## src/rtl/jump_ctrl_bht.sv

```systemverilog
// Next-PC / flush control with a per-entry saturating-counter branch history table.
// Define JUMP_CTRL_BHT_STATS_EN to add branch_cnt / mispred_cnt statistics outputs.
module jump_ctrl_bht #(
  parameter logic [31:0] MAX_INSADDR = 32'hffff_fff8,
  parameter int          BHT_DEPTH   = 16,
  parameter int          CNT_W       = 2
) (
  input  logic        clk,
  input  logic        rst,
  input  logic        stall,
  input  logic        ID_branch_taken,
  input  logic [31:0] PC,
  input  logic [31:0] INS,
  input  logic [31:0] jr_addr,
  output logic [31:0] NPC,
  output logic        clr
`ifdef JUMP_CTRL_BHT_STATS_EN
  ,
  output logic [31:0] branch_cnt,
  output logic [31:0] mispred_cnt
`endif
);

  localparam int IDX_W = $clog2(BHT_DEPTH);
  localparam logic [CNT_W-1:0] CNT_INIT = CNT_W'((1 << (CNT_W - 1)) - 1);
  localparam logic [CNT_W-1:0] CNT_MAX  = '1;

  function automatic logic [CNT_W-1:0] sat_step(input logic [CNT_W-1:0] c, input logic up);
    if (up) return (c == CNT_MAX) ? c : c + 1'b1;
    else    return (c == '0) ? c : c - 1'b1;
  endfunction

  logic [CNT_W-1:0]  bht [BHT_DEPTH];

  logic [5:0]        op_p0, funct_p0;
  logic [4:0]        rt_p0, rd_p0, shamt_p0;
  logic              is_br_p0, is_jr_p0, is_j_p0, pred_p0;
  logic [IDX_W-1:0]  idx_p0;
  logic [31:0]       pc4_p0, tgt_p0;
  logic signed [31:0] off_p0;

  logic              br_vld_p1, jr_vld_p1, pred_p1;
  logic [IDX_W-1:0]  idx_p1;
  logic [31:0]       tgt_p1, pc4_p1;
  logic              mispred;

  // IF stage: decode, lookup and target computation
  always_comb begin
    op_p0    = INS[31:26];
    rt_p0    = INS[20:16];
    rd_p0    = INS[15:11];
    shamt_p0 = INS[10:6];
    funct_p0 = INS[5:0];
    is_br_p0 = ((op_p0 == 6'd1) && (rt_p0 == 5'd0 || rt_p0 == 5'd1)) ||
               ((op_p0 == 6'd6 || op_p0 == 6'd7) && (rt_p0 == 5'd0)) ||
               (op_p0 == 6'd4) || (op_p0 == 6'd5);
    is_jr_p0 = (op_p0 == 6'd0) && (rt_p0 == 5'd0) && (shamt_p0 == 5'd0) &&
               ((funct_p0 == 6'd9) || (funct_p0 == 6'd8 && rd_p0 == 5'd0));
    is_j_p0  = (op_p0 == 6'd2) || (op_p0 == 6'd3);
    idx_p0   = PC[IDX_W+1:2];
    pred_p0  = bht[idx_p0][CNT_W-1];
    pc4_p0   = (PC < MAX_INSADDR) ? PC + 32'd4 : PC;
    off_p0   = {{14{INS[15]}}, INS[15:0], 2'b00};
    tgt_p0   = pc4_p0 + $unsigned(off_p0);
  end

  // ID stage resolution and next-PC priority
  always_comb begin
    mispred = br_vld_p1 && (ID_branch_taken != pred_p1);
    clr     = 1'b0;
    NPC     = pc4_p0;
    if (mispred) begin
      clr = 1'b1;
      NPC = ID_branch_taken ? tgt_p1 : pc4_p1;
    end else if (jr_vld_p1) begin
      clr = 1'b1;
      NPC = jr_addr;
    end else if (is_br_p0) begin
      NPC = pred_p0 ? tgt_p0 : pc4_p0;
    end else if (is_j_p0) begin
      NPC = {PC[31:28], INS[25:0], 2'b00};
    end
  end

  // IF -> ID register; a flush squashes the fetched instruction's flags
  always_ff @(posedge clk or posedge rst) begin
    if (rst) begin
      br_vld_p1 <= 1'b0;
      jr_vld_p1 <= 1'b0;
      pred_p1   <= 1'b0;
      idx_p1    <= '0;
      tgt_p1    <= '0;
      pc4_p1    <= '0;
    end else if (!stall) begin
      br_vld_p1 <= is_br_p0 && !clr;
      jr_vld_p1 <= is_jr_p0 && !clr;
      pred_p1   <= pred_p0;
      idx_p1    <= idx_p0;
      tgt_p1    <= tgt_p0;
      pc4_p1    <= pc4_p0;
    end
  end

  always_ff @(posedge clk or posedge rst) begin
    if (rst) begin
      for (int i = 0; i < BHT_DEPTH; i++) bht[i] <= CNT_INIT;
    end else if (!stall && br_vld_p1) begin
      bht[idx_p1] <= sat_step(bht[idx_p1], ID_branch_taken);
    end
  end

`ifdef JUMP_CTRL_BHT_STATS_EN
  always_ff @(posedge clk or posedge rst) begin
    if (rst) begin
      branch_cnt  <= '0;
      mispred_cnt <= '0;
    end else if (!stall && br_vld_p1) begin
      branch_cnt <= branch_cnt + 32'd1;
      if (mispred) mispred_cnt <= mispred_cnt + 32'd1;
    end
  end
`endif

endmodule

```

## config.mk

```make
export PLATFORM = sky130hd
export DESIGN_NAME = jump_ctrl_bht
export DESIGN_NICKNAME = d
export VERILOG_FILES = /design/src/rtl/jump_ctrl_bht.sv
export SDC_FILE = /design/constraint.sdc
export NUM_CORES = 1
export LEC_CHECK = 0
export CORE_ASPECT_RATIO = 1.2
export CORE_MARGIN = 2
export CORE_UTILIZATION = 55
export CTS_BUF_LIST = sky130_fd_sc_hd__clkbuf_16
export DETAILED_ROUTE_END_ITERATION = 10
export GPL_TIMING_DRIVEN = 0
export PLACE_DENSITY = 0.82
export REMOVE_ABC_BUFFERS = 1
export SLEW_MARGIN = 30
export SYNTH_ARGS = -nofsm -noshare
export SYNTH_HDL_FRONTEND = slang
export SYNTH_SLANG_ARGS = --single-unit
export TNS_END_PERCENT = 50
```

## constraint.sdc

```tcl
create_clock -name clk -period 8.03 [get_ports clk]
set_clock_uncertainty 0.05 [all_clocks]
set_input_delay 1.606 -clock clk [delete_from_list [all_inputs] [get_ports clk]]
set_output_delay 1.606 -clock clk [all_outputs]
set_load 0.1 [all_outputs]
```

==> run_summary.xml <==
<?xml version="1.0" encoding="UTF-8"?>
<metrics>
  <group name="sta">
    <metric name="min_period_over_period" unit="%">97.8</metric>
    <metric name="fmax" unit="MHz">127</metric>
    <metric name="finalSetupViolations" unit="">0</metric>
    <metric name="final.min_clock_period" unit="ps">7860</metric>
    <metric name="fin_setup_tns" unit="ps">0</metric>
    <metric name="worst_pin_slew" unit="ps">1020</metric>
    <metric name="timing.slew.headroom" unit="%">32.1</metric>
    <metric name="drv_slew" unit="">0</metric>
    <metric name="final_worst_setup_slack" unit="ps">174</metric>
    <metric name="hold-worst-slack" unit="ps">428</metric>
    <metric name="report.final.hold_viol_count" unit="">0</metric>
  </group>
  <group name="synthesis">
    <metric name="synth_largest_type_area_fraction" unit="%">26.4</metric>
    <metric name="number_of_flops_mapped_to_enable_cells_by_yosys" unit="">0</metric>
    <metric name="synth.largest_area_cell" unit="">dfrtp_1</metric>
    <metric name="synth_flop_cell" unit="">dfrtp_1</metric>
    <metric name="synthesis.instances" unit="">892</metric>
    <metric name="synth.yosys.warnings" unit="">0</metric>
    <metric name="synth_area_per_cell" unit="µm²">9.05</metric>
    <metric name="synthDistinctLibCells" unit="">64</metric>
    <metric name="synth_sequential_area_ratio" unit="%">31.6</metric>
    <metric name="netlist_top_cells_area" unit="">dfrtp_1 (26%), mux2_2 (9.3%), nand2_1 (5.8%), ha_1 (5.6%), dfstp_2 (5.2%)</metric>
    <metric name="synthesis.area" unit="µm²">8070</metric>
    <metric name="number_of_storage_elements_in_the_synthesis_netlist" unit="">101</metric>
    <metric name="synth-async-reset-ratio" unit="%">100</metric>
  </group>
  <group name="floorplan">
    <metric name="floorplan.initialDensity" unit="%">56.2</metric>
    <metric name="die_height" unit="µm">137</metric>
    <metric name="die_area" unit="µm²">15700</metric>
    <metric name="core_area" unit="µm²">14400</metric>
    <metric name="die_x" unit="µm">115</metric>
    <metric name="io_pins" unit="">133</metric>
    <metric name="placement_rows" unit="">48</metric>
  </group>
  <group name="final_layout">
    <metric name="final_layout_size_suffix_gt1_share" unit="%">18.7</metric>
    <metric name="insertedDiodeCount" unit="">0</metric>
    <metric name="finish.cell_count_without_fillers" unit="">1171</metric>
    <metric name="finalInstanceArea" unit="µm²">9920</metric>
    <metric name="finish.net_count" unit="">1128</metric>
    <metric name="final_util" unit="%">69.1</metric>
    <metric name="area.growth.synth_to_final" unit="%">23.0</metric>
  </group>
  <group name="placed_design">
    <metric name="placement.cell_area" unit="µm²">9440</metric>
    <metric name="place_worst_setup_slack" unit="ps">-1380</metric>
    <metric name="dp.final_hpwl" unit="mm">16.8</metric>
    <metric name="dp.cells" unit="">1151</metric>
    <metric name="portbufs" unit="">132</metric>
    <metric name="routabilityCongestion" unit="">0.896</metric>
  </group>
  <group name="critical_path">
    <metric name="ff2ff_setup_slack" unit="ps">5130</metric>
    <metric name="timing.critical_path.arrival" unit="ps">6200</metric>
    <metric name="startpoint_of_the_most_critical_setup_path" unit="">PC[12]</metric>
    <metric name="critPathTopFamily" unit="">buffers and inverters</metric>
    <metric name="timing.critical_path.required" unit="ps">6370</metric>
    <metric name="ff2ff_path_depth" unit="">4</metric>
    <metric name="cpMostUsedCell" unit="">a21oi_1</metric>
    <metric name="worst_setup_path_start_kind" unit="">primary input</metric>
    <metric name="r2r-end" unit="">bht[13]</metric>
    <metric name="cpMaxStageDelayCell" unit="">dlygate4sd2_1</metric>
    <metric name="worstPathCellList" unit="">clkdlybuf4s50_1 &gt; and4_2 &gt; and4_4 &gt; nand4_1 &gt; buf_4 &gt; nand2_1 &gt; xnor2_1 &gt; ha_1 &gt; a21oi_1 &gt; o21bai_1 &gt; a21o_1 &gt; a21oi_1 &gt; xor2_1 &gt; o211a_1 &gt; o22ai_1 &gt; dlygate4sd2_1</metric>
    <metric name="crit_type" unit="">primary input to output pin</metric>
    <metric name="timing.critical_path.to" unit="">NPC[9]</metric>
    <metric name="timing.critical_path.buf_inv" unit="">3</metric>
    <metric name="critical_path_depth" unit="">16</metric>
    <metric name="critPathMaxFanout" unit="">7</metric>
    <metric name="r2r-start" unit="">idx_p1[0]</metric>
    <metric name="worst_path_largest_cell_delay" unit="ps">890</metric>
    <metric name="endpoint_kind" unit="">output pin</metric>
  </group>
  <group name="route">
    <metric name="drtPass1Iterations" unit="">5</metric>
    <metric name="ant_nets" unit="">0</metric>
    <metric name="drt_drc_violations_left" unit="">0</metric>
    <metric name="postRouteWirelength" unit="mm">24.5</metric>
    <metric name="route.detailed.wl_per_inst" unit="µm">20.9</metric>
    <metric name="first_iter_violations" unit="">639</metric>
    <metric name="vias_per_cell" unit="">6.52</metric>
    <metric name="dr_total_vias" unit="">7634</metric>
  </group>
  <group name="power_and_ir_drop">
    <metric name="total_net_switching_power" unit="mW">0.571</metric>
    <metric name="total_power" unit="mW">1.57</metric>
    <metric name="pwr_per_cell_area" unit="nW/µm²">158</metric>
    <metric name="share_comb_of_total_power" unit="%">31.9</metric>
    <metric name="power.internal" unit="mW">0.999</metric>
    <metric name="peak_supply_drop" unit="mV">0.106</metric>
    <metric name="pleak" unit="nW">4.22</metric>
    <metric name="clockPowerShare" unit="%">29.9</metric>
    <metric name="switching_share" unit="%">36.4</metric>
    <metric name="share_of_total_power_in_sequential_cells" unit="%">38.2</metric>
  </group>
  <group name="job">
    <metric name="drv_cap" unit="">0</metric>
  </group>
  <group name="cts">
    <metric name="clk_transition_reported_paths" unit="ps">80</metric>
    <metric name="cts_buffer_depth" unit="">2</metric>
    <metric name="cts_root_buffer" unit="">clkbuf_16</metric>
    <metric name="cts_tree" unit="">done</metric>
    <metric name="clock-sinks" unit="">101</metric>
    <metric name="ctsHtreeMaxLevel" unit="">3</metric>
    <metric name="clkLatencyLatePin" unit="ps">360</metric>
    <metric name="cts-buffers-inserted" unit="">9</metric>
  </group>
  <group name="global_routing">
    <metric name="first_pass_grt_wire_length" unit="mm">38.4</metric>
    <metric name="overflow" unit="">0</metric>
    <metric name="track_usage" unit="%">31.5</metric>
    <metric name="grt_pass1_vias" unit="">7482</metric>
    <metric name="grt_antenna_before_repair" unit="">0</metric>
    <metric name="grt_start_max_net_pins" unit="">64</metric>
  </group>
  <group name="hold_path">
    <metric name="min_path_type" unit="">flop to flop</metric>
  </group>
  <group name="run_status">
    <metric name="outcome" unit="">completed</metric>
  </group>
</metrics>
registers in the layout (all words and copies together), names as in the netlist:
signal     count
bht           32
pred_p1        1
br_vld_p1      1
tgt_p1        32
jr_vld_p1      1
idx_p1         4
pc4_p1        30
cell usage after synthesis, drive strengths merged, types with 2 or more instances:
cell type  count
a211oi         9
a21o          16
a21oi         65
a221o          6
a221oi        17
a31o           3
a31oi          8
and2           6
and3          12
and4          11
buf           14
clkbuf        36
dfrtp         85
dfstp         16
ha            36
inv           17
maj3           2
mux2          67
mux2i         31
mux4          15
nand2        124
nand2b         4
nand3         29
nand4         14
nor2          39
nor2b         10
nor3          31
nor3b          4
nor4           7
nor4b          2
o2111ai        2
o211ai         4
o21a           5
o21ai         49
o21bai         7
o22ai          6
o31ai         11
or3            4
xnor2         30
xor2          22
cell families (layout without fill, tap and decap cells):
family / after synthesis / in the layout / synth area share, %
adders and majority gates: 39 / 39 / 6.11
xor gates and xnor gates: 52 / 52 / 5.64
buffers and inverters: 67 / 171 / 3.60
AOI/OAI and AO/OA: 222 / 222 / 18.1
and+or+nand+nor: 298 / 298 / 17.7
muxes: 113 / 113 / 17.4
DFF: 101 / 101 / 31.6
tightest hold or removal path, cell delays in order (launching register included):
cell	delay, ps
dfrtp_1	350
nand2_1	50
nand2_1	50
worst min path at each step:
stage                    start          to  slack, ps  cells past startpoint
finish              tgt_p1[19]  tgt_p1[19]        430                      2
global route        tgt_p1[19]  tgt_p1[19]        450                      2
CTS                 tgt_p1[19]  tgt_p1[19]        430                      2
detailed placement  tgt_p1[19]  tgt_p1[19]        410                      2
global placement    tgt_p1[25]  tgt_p1[25]        400                      2
floorplan            pc4_p1[2]   pc4_p1[2]        390                      2
routing by layer:
layer  vias to the layer above  track usage (%)  share of wire, %
met5                         -                0                 0
met4                         0             14.2               3.1
li1                       3525                -                 -
met3                        61             4.38               7.5
met2                       357             53.3                50
met1                      3691             40.0                39
cell type report:
cell class / count / area (µm²)
clock buffer: 10 / 250
clock inverter: 6 / 67.6
fill: 1129 / 4430
inverter: 17 / 71.3
multi-input combinational: 724 / 5410
sequential: 101 / 2550
tap: 175 / 219
timing repair buffer: 138 / 1360
power groups by stage:
stage / Sequential [mW] / Clock, mW / Combinational, mW
final: 0.600 / 0.470 / 0.501
after global placement: 0.605 / 0 / 0.478
after detailed placement: 0.608 / 0 / 0.484
after floorplan: 0.598 / 0 / 0.332
after global routing: 0.606 / 0.503 / 0.539
after CTS: 0.598 / 0.474 / 0.488
layout by cell type (no fill, tap or decap), types with 8 or more instances in the layout:
cell / Yosys / final
a211oi_1: 9 / 9
a21o_1: 16 / 16
a21oi_1: 65 / 63
a221oi_1: 16 / 15
and3_1: 12 / 12
buf_4: 3 / 13
clkbuf_16: 0 / 10
clkdlybuf4s50_1: 0 / 98
dfrtp_1: 85 / 85
dfstp_2: 16 / 16
ha_1: 36 / 36
inv_1: 16 / 14
mux2_2: 67 / 67
mux2i_1: 31 / 31
mux4_2: 15 / 15
nand2_1: 124 / 124
nand3_1: 29 / 28
nand4_1: 14 / 14
nor2_1: 39 / 38
nor2b_1: 10 / 9
nor3_1: 31 / 31
o21ai_0: 48 / 47
o31ai_1: 11 / 11
xnor2_1: 30 / 22
xnor2_2: 0 / 8
xor2_1: 22 / 21
what timing repair did:
| action | in CTS | in global routing |
|---|---|---|
| pin swaps | 1 | 3 |
| setup buffers | 1 | 3 |
| hold buffers | 0 | 0 |
| endpoints found under the setup margin | 26 | 26 |
| resized for setup | 114 | 40 |
No activity file was read; power rests on OpenSTA's default activity.
